--- config.mk ---
export PLATFORM = sky130hd
export DESIGN_NAME = pe_ipad_ctl
export DESIGN_NICKNAME = d
export VERILOG_FILES = /design/src/rtl/pe_ipad_ctl_pkg.sv /design/src/rtl/pe_ipad_ctl.sv
export SDC_FILE = /design/constraint.sdc
export NUM_CORES = 1
export LEC_CHECK = 0
export ABC_AREA = 0
export CORE_UTILIZATION = 63
export DETAILED_ROUTE_END_ITERATION = 7
export GPL_TIMING_DRIVEN = 0
export PLACE_DENSITY = 0.93
export SLEW_MARGIN = 5
export SYNTH_ARGS = -nofsm -noshare
export SYNTH_HDL_FRONTEND = slang
export SYNTH_SLANG_ARGS = --single-unit
--- constraint.sdc ---
create_clock -name clk -period 5.8 [get_ports clk]
set_input_delay 1.16 -clock clk [delete_from_list [all_inputs] [get_ports clk]]
set_output_delay 1.16 -clock clk [all_outputs]
set_load 0.005 [all_outputs]
--- src/rtl/pe_ipad_ctl_pkg.sv ---
// Shared types, encodings and helpers for the PE input-pixel scratchpad controller.
package pe_ipad_ctl_pkg;

    localparam int unsigned IPadSize = 12;
    localparam int unsigned AddrWd   = $clog2(IPadSize);
    localparam int unsigned CfgWd    = 6;
    localparam int unsigned TwWd     = 10;
    localparam int unsigned ProdWd   = 12;
    localparam int unsigned IssWd    = 3;
    localparam int unsigned StateWd  = 4;

    localparam logic [AddrWd:0] PadSz = (AddrWd+1)'(IPadSize);

    // PEiss instruction encoding
    localparam logic [IssWd-1:0] ISS_STALL = 3'd0;
    localparam logic [IssWd-1:0] ISS_RESET = 3'd1;
    localparam logic [IssWd-1:0] ISS_START = 3'd2;
    localparam logic [IssWd-1:0] ISS_WORK  = 3'd3;

    // IPadState encoding
    localparam logic [StateWd-1:0] ST_IDLE = 4'd0;
    localparam logic [StateWd-1:0] ST_INIT = 4'd1;
    localparam logic [StateWd-1:0] ST_LOOP = 4'd2;
    localparam logic [StateWd-1:0] ST_POP  = 4'd3;
    localparam logic [StateWd-1:0] ST_OLAP = 4'd4;

    typedef struct packed {
        logic [AddrWd-1:0] raddr;
        logic [AddrWd-1:0] waddr;
        logic              read;
        logic              write;
    } ipad_addr_t;

    typedef struct packed {
        logic [CfgWd-1:0] pch;
        logic [CfgWd-1:0] r;
        logic [CfgWd-1:0] u;
        logic [TwWd-1:0]  tw;
    } ipad_ctl_cfg_t;

    // Modular add for n <= size; one conditional subtract is enough.
    function automatic logic [AddrWd-1:0] ptr_add(input logic [AddrWd-1:0] p,
                                                  input logic [AddrWd-1:0] n,
                                                  input logic [AddrWd:0]   size);
        logic [AddrWd:0] sum;
        sum = {1'b0, p} + {1'b0, n};
        if (sum >= size) begin
            sum = sum - size;
        end
        return sum[AddrWd-1:0];
    endfunction

    function automatic logic cfg_legal(input ipad_ctl_cfg_t c);
        logic [ProdWd-1:0] win;
        win = ProdWd'(c.pch) * ProdWd'(c.r);
        return (c.pch != '0) && (c.r != '0) && (c.u != '0) && (c.tw != '0)
            && (win <= ProdWd'(IPadSize)) && (c.u <= c.r);
    endfunction

endpackage

--- src/rtl/pe_ipad_ctl.sv ---
// IPad sequencer: fills, reads and slides a circular Pch*R pixel window by Pch*U per step.
module pe_ipad_ctl
    import pe_ipad_ctl_pkg::*;
(
    input  logic               clk,
    input  logic               rst,
    input  logic [IssWd-1:0]   iss,
    input  logic [CfgWd-1:0]   cfg_pch,
    input  logic [CfgWd-1:0]   cfg_r,
    input  logic [CfgWd-1:0]   cfg_u,
    input  logic [TwWd-1:0]    cfg_tw,
    input  logic               pix_valid,
    output logic               pix_ready,
    input  logic               mac_ready,
    output ipad_addr_t         ipad,
    output logic               win_done,
    output logic               row_done,
    output logic               cfg_err,
    output logic [StateWd-1:0] state
);

    logic [StateWd-1:0] state_q, state_d;
    logic [AddrWd-1:0]  head_q, head_d;
    logic [AddrWd-1:0]  wptr_q, wptr_d;
    logic [AddrWd-1:0]  rcnt_q, rcnt_d;
    logic [AddrWd-1:0]  fcnt_q, fcnt_d;
    logic [TwWd-1:0]    wcnt_q, wcnt_d;
    logic [AddrWd-1:0]  win_q, win_d;
    logic [AddrWd-1:0]  step_q, step_d;
    logic [TwWd-1:0]    tw_q, tw_d;
    logic               fill_q, fill_d;
    logic               win_done_q, win_done_d;
    logic               row_done_q, row_done_d;
    logic               cfg_err_q, cfg_err_d;

    ipad_ctl_cfg_t     cfg_in;
    logic [ProdWd-1:0] win_prod;
    logic [ProdWd-1:0] step_prod;
    logic              is_work;
    logic              rd_c;
    logic              wr_c;
    logic [AddrWd-1:0] fill_tgt;

    assign cfg_in    = '{pch: cfg_pch, r: cfg_r, u: cfg_u, tw: cfg_tw};
    assign win_prod  = ProdWd'(cfg_pch) * ProdWd'(cfg_r);
    assign step_prod = ProdWd'(cfg_pch) * ProdWd'(cfg_u);

    // fill_q marks INIT/OLAP with entries still owed; the issue bus gates it same-cycle
    assign is_work   = (iss == ISS_WORK);
    assign pix_ready = fill_q & is_work;
    assign wr_c      = pix_valid & pix_ready;
    assign rd_c      = (state_q == ST_LOOP) & is_work & mac_ready;
    assign fill_tgt  = (state_q == ST_INIT) ? win_q : step_q;

    assign ipad.raddr = ptr_add(head_q, rcnt_q, PadSz);
    assign ipad.waddr = wptr_q;
    assign ipad.read  = rd_c;
    assign ipad.write = wr_c;

    assign win_done = win_done_q;
    assign row_done = row_done_q;
    assign cfg_err  = cfg_err_q;
    assign state    = state_q;

    always_comb begin
        state_d    = state_q;
        head_d     = head_q;
        wptr_d     = wptr_q;
        rcnt_d     = rcnt_q;
        fcnt_d     = fcnt_q;
        wcnt_d     = wcnt_q;
        win_d      = win_q;
        step_d     = step_q;
        tw_d       = tw_q;
        fill_d     = fill_q;
        cfg_err_d  = cfg_err_q;
        win_done_d = 1'b0;
        row_done_d = 1'b0;

        if (iss == ISS_RESET) begin
            state_d   = ST_IDLE;
            head_d    = '0;
            wptr_d    = '0;
            rcnt_d    = '0;
            fcnt_d    = '0;
            wcnt_d    = '0;
            win_d     = '0;
            step_d    = '0;
            tw_d      = '0;
            fill_d    = 1'b0;
            cfg_err_d = 1'b0;
        end else if (iss != ISS_STALL) begin
            case (state_q)
                ST_IDLE: begin
                    if (iss == ISS_START) begin
                        if (cfg_legal(cfg_in)) begin
                            state_d   = ST_INIT;
                            head_d    = '0;
                            wptr_d    = '0;
                            rcnt_d    = '0;
                            fcnt_d    = '0;
                            wcnt_d    = '0;
                            win_d     = AddrWd'(win_prod);
                            step_d    = AddrWd'(step_prod);
                            tw_d      = cfg_tw;
                            fill_d    = 1'b1;
                            cfg_err_d = 1'b0;
                        end else begin
                            cfg_err_d = 1'b1;
                        end
                    end
                end
                ST_INIT, ST_OLAP: begin
                    if (wr_c) begin
                        wptr_d = ptr_add(wptr_q, AddrWd'(1), PadSz);
                        if (fcnt_q + AddrWd'(1) == fill_tgt) begin
                            fcnt_d  = '0;
                            fill_d  = 1'b0;
                            state_d = ST_LOOP;
                        end else begin
                            fcnt_d = fcnt_q + AddrWd'(1);
                        end
                    end
                end
                ST_LOOP: begin
                    if (rd_c) begin
                        if (rcnt_q == win_q - AddrWd'(1)) begin
                            rcnt_d     = '0;
                            wcnt_d     = wcnt_q + TwWd'(1);
                            win_done_d = 1'b1;
                            if (wcnt_q + TwWd'(1) == tw_q) begin
                                row_done_d = 1'b1;
                                state_d    = ST_IDLE;
                            end else begin
                                state_d = ST_POP;
                            end
                        end else begin
                            rcnt_d = rcnt_q + AddrWd'(1);
                        end
                    end
                end
                ST_POP: begin
                    // releasing the oldest step entries makes room for the overlap refill
                    if (is_work) begin
                        head_d  = ptr_add(head_q, step_q, PadSz);
                        fill_d  = 1'b1;
                        state_d = ST_OLAP;
                    end
                end
                default: begin
                    state_d = ST_IDLE;
                    fill_d  = 1'b0;
                end
            endcase
        end
    end

    always_ff @(posedge clk or posedge rst) begin
        if (rst) begin
            state_q    <= ST_IDLE;
            head_q     <= '0;
            wptr_q     <= '0;
            rcnt_q     <= '0;
            fcnt_q     <= '0;
            wcnt_q     <= '0;
            win_q      <= '0;
            step_q     <= '0;
            tw_q       <= '0;
            fill_q     <= 1'b0;
            win_done_q <= 1'b0;
            row_done_q <= 1'b0;
            cfg_err_q  <= 1'b0;
        end else begin
            state_q    <= state_d;
            head_q     <= head_d;
            wptr_q     <= wptr_d;
            rcnt_q     <= rcnt_d;
            fcnt_q     <= fcnt_d;
            wcnt_q     <= wcnt_d;
            win_q      <= win_d;
            step_q     <= step_d;
            tw_q       <= tw_d;
            fill_q     <= fill_d;
            win_done_q <= win_done_d;
            row_done_q <= row_done_d;
            cfg_err_q  <= cfg_err_d;
        end
    end

endmodule

==> impl_metrics.py <==
metrics = {
    "status": {
        "status": "complete, no violations",
    },
    "logic_synthesis": {
        "synth_edf_count": 0,
        "synth-xor-area-share_pct": 6.79,
        "synthTopCellsByCount": "78 x nand2_1, 59 x inv_1, 51 x dfrtp_1",
        "yosysSeqAreaShare_pct": 24.1,
        "yosysMostFrequentCell": "nand2_1",
        "synth_top_area_share_pct": 24.1,
        "synth_top_family_by_area": "simple AND/OR/NAND/NOR gates",
        "synth_simple_gate_area_share_pct": 23.8,
        "async_flop_share_pct": 100,
        "ys.flop_type": "dfrtp_1",
        "synth_compound_area_share_pct": 16.0,
        "yosys.area.top_type": "dfrtp_1",
        "syn-num-nets": 728,
        "synthAdderAreaFrac_pct": 18.3,
        "ys_ff_latch": 51,
        "syn_area_um2": 5290,
        "syn_avg_cell_area_um2": 8.43,
        "synth_cells": 627,
        "synthMuxAreaShare_pct": 4.09,
        "yosysWarnings": 0,
        "ys_types": 65,
        "synth_area_leaders": "dfrtp_1 24%, ha_1 11%, fa_1 7.2%",
    },
    "global_route": {
        "grt_max_degree": 42,
        "grt_pass1_vias": 4942,
        "grtUsageTotal_pct": 33.7,
        "grt_overflow_total": 0,
        "antenna_found_initial": 0,
        "grt_pass1_wl_um": 23200,
    },
    "hold_path": {
        "hold_depth": 1,
        "hold_path.class": "reg2reg",
        "hp-start": "wcnt_q[9]$_DFFE_PP0P_",
    },
    "clock_network": {
        "cts_tree": "yes",
        "clk_latency_ns": 0.31,
        "cts_sinks": 51,
        "h-tree-depth": 2,
        "clkTransAtPathRegs_ns": 0.10,
        "cts-root-buf": "clkbuf_8",
        "cts_buffers": 5,
        "cts_buffer_depth": 2,
    },
    "worst_setup_path": {
        "r2r-start": "win_q[0]$_DFFE_PP0P_",
        "cp_max_fo": 9,
        "path_class": "in2reg",
        "crit_path_end_kind": "register",
        "cp-start-kind": "input pin",
        "cp.arrival_ns": 5.85,
        "startpoint": "cfg_pch[4]",
        "r2r.worst_path.cells": 8,
        "cp.required_ns": 6.00,
    },
    "finish": {
        "finalNetCount": 787,
        "fillers": 529,
        "area.growth.synth_to_final_pct": 16.0,
        "final_core_util_pct": 75.0,
        "drive_above_1_share_pct": 6.40,
        "antenna-diode-count": 0,
    },
    "sta": {
        "worst-slew-pin-transition_ns": 0.962,
        "max-slew-margin-rel_pct": 35.3,
        "whs_ns": 0.521,
        "max_freq_mhz": 177,
        "finClkSkew_ns": 0.00604,
        "finalCriticalPeriod_ns": 5.65,
        "setup-violations-final": 0,
        "hold_viol": 0,
        "fin_crit_sh_pct": 97.4,
        "drv_slew": 0,
    },
    "die": {
        "ioPinCount": 53,
        "coreArea_um2": 8180,
        "row_count": 33,
        "die_area_um2": 8760,
        "initial_core_util_pct": 64.7,
        "die_x_um": 93.6,
        "chipHeight_um": 93.6,
    },
    "pwr": {
        "power_density_nw_per_um2": 308,
        "ir_drop_mv": 0.191,
        "leakage_nw": 2.76,
    },
    "route": {
        "routed_wirelength_um": 14300,
        "drt-vias-per-instance": 6.44,
        "drc": 0,
        "drt_iter0_markers": 657,
        "detail-route-antenna-nets": 0,
        "dr.pass1.iters": 7,
        "via_count": 5097,
        "wl_per_cell_um": 18.1,
    },
    "placed_design": {
        "port_buffers": 48,
        "place_congestion": 0.969,
        "dp_hpwl_um": 10800,
    },
    "run": {
        "drv_cap": 0,
    },
}
## per-stage QoR
| stage | power [mW] | cell area, µm² | std cells | TNS [ns] | setup slack, ns |
|---|---|---|---|---|---|
| detailed placement | 1.52 | 5920 | 781 | -26.99 | -0.757 |
| floorplan | 1.22 | 5290 | 627 | 0 | 0.351 |
| global placement | 1.45 | 5900 | 780 | -22.33 | -0.663 |
| CTS | 1.84 | 6090 | 791 | 0 | 0.00277 |
| global route | 2.00 | 6130 | 792 | -0.0415 | -0.0187 |
| finish | 1.89 | 6130 | 792 | 0 | 0.153 |
## registers in the layout (all words and copies together), names as in the netlist
signal	count
head_q	4
rcnt_q	4
win_done	1
wptr_q	4
wcnt_q	10
cfg_err	1
state	3
tw_q	10
fill_q	1
win_q	4
row_done	1
fcnt_q	4
step_q	4
## layer usage
layer | up-vias | GRT usage, % | wire [µm]
met4 | 0 | 11.7 | 340
met3 | 36 | 4.96 | 1180
met2 | 290 | 56.6 | 7070
li1 | 2320 | - | -
met5 | - | 0 | 0
met1 | 2451 | 44.4 | 5710
## cell families (layout without fill, tap and decap cells)
logic type                 count (synthesis)  in the layout
adders and majority gates                 66             66
buffers and inverters                     87            147
and+or+nand+nor                          239            239
AOI/OAI and AO/OA                        122            122
other                                      1              1
muxes                                     20             20
DFF                                       51             51
xor gates and xnor gates                  41             41
## worst paths after layout
kind,end,slack [ns]
min,wcnt_q[9]$_DFFE_PP0P_,0.52
max in group asynchronous,rcnt_q[1]$_DFFE_PP0P_,4.19
max reg2reg,wcnt_q[4]$_DFFE_PP0P_,2.67
min reg2reg,wcnt_q[9]$_DFFE_PP0P_,0.52
max,head_q[3]$_DFFE_PP0P_,0.15
min in group asynchronous,state[1]$_DFFE_PP0P_,1.10
## report_power, final
group / internal [mW] / switching (mW)
registers: 0.422 / 0.0901
clock network: 0.172 / 0.133
logic: 0.477 / 0.591
## critical path, stage by stage
cell and delay [ns]:
clkdlybuf4s50_1 0.53, and2_1 0.23, fa_1 0.51, inv_1 0.05, fa_1 0.40, fa_1 0.52
inv_1 0.05, ha_1 0.33, a21o_1 0.24, o2bb2ai_1 0.19, or3_1 0.37, a221oi_4 0.33
and3_1 0.22, buf_6 0.15, o311a_4 0.26, mux2_4 0.30
## layout by cell type (no fill, tap or decap), types with 3 or more instances in the layout
| cell | synthesis | routed |
|---|---|---|
| clkbuf_8 | 0 | 5 |
| nor2b_1 | 3 | 3 |
| nand2_1 | 78 | 78 |
| mux2i_1 | 13 | 13 |
| dfrtp_1 | 51 | 51 |
| nor3_1 | 9 | 9 |
| fa_1 | 19 | 19 |
| nand4_1 | 21 | 21 |
| xor2_1 | 10 | 10 |
| dlymetal6s2s_1 | 0 | 6 |
| a21o_1 | 7 | 7 |
| inv_1 | 59 | 58 |
| xnor2_1 | 31 | 31 |
| clkbuf_1 | 19 | 18 |
| o22ai_1 | 5 | 5 |
| buf_2 | 3 | 3 |
| o21ai_1 | 3 | 4 |
| o211ai_1 | 15 | 15 |
| a211oi_1 | 4 | 4 |
| nor3b_1 | 4 | 4 |
| and2_1 | 35 | 35 |
| a32oi_1 | 4 | 4 |
| ha_1 | 47 | 47 |
| o21ai_0 | 13 | 12 |
| nand2b_1 | 4 | 4 |
| or3_1 | 3 | 3 |
| a31oi_1 | 11 | 11 |
| buf_4 | 3 | 7 |
| clkdlybuf4s50_1 | 0 | 40 |
| nor4_1 | 11 | 11 |
| and3_1 | 7 | 7 |
| and4_1 | 3 | 3 |
| a21oi_1 | 30 | 30 |
| mux2_2 | 5 | 5 |
| nand3_1 | 18 | 18 |
| nor2_1 | 33 | 33 |
| o2bb2ai_1 | 7 | 7 |
## final cells by class
| class | count | area, µm² | share of cell area [%] |
|---|---|---|---|
| Multi-Input combinational cell | 489 | 3700 | 60.3 |
| Inverter | 60 | 225 | 3.67 |
| Sequential cell | 51 | 1280 | 20.8 |
| Tap cell | 105 | 131 | 2.14 |
| Clock inverter | 3 | 67.6 | 1.10 |
| Timing Repair Buffer | 53 | 539 | 8.79 |
| Clock buffer | 5 | 68.8 | 1.12 |
| Buffer | 26 | 128 | 2.08 |
## repair_timing
| action | CTS | global route |
|---|---|---|
| gates resized for setup | 4 | 13 |
| pin swaps | 1 | 3 |
| hold buffers | 0 | 0 |
| setup endpoints to repair | 46 | 47 |
| buffers inserted | 3 | 1 |
No activity file was read; power rests on OpenSTA's default activity.
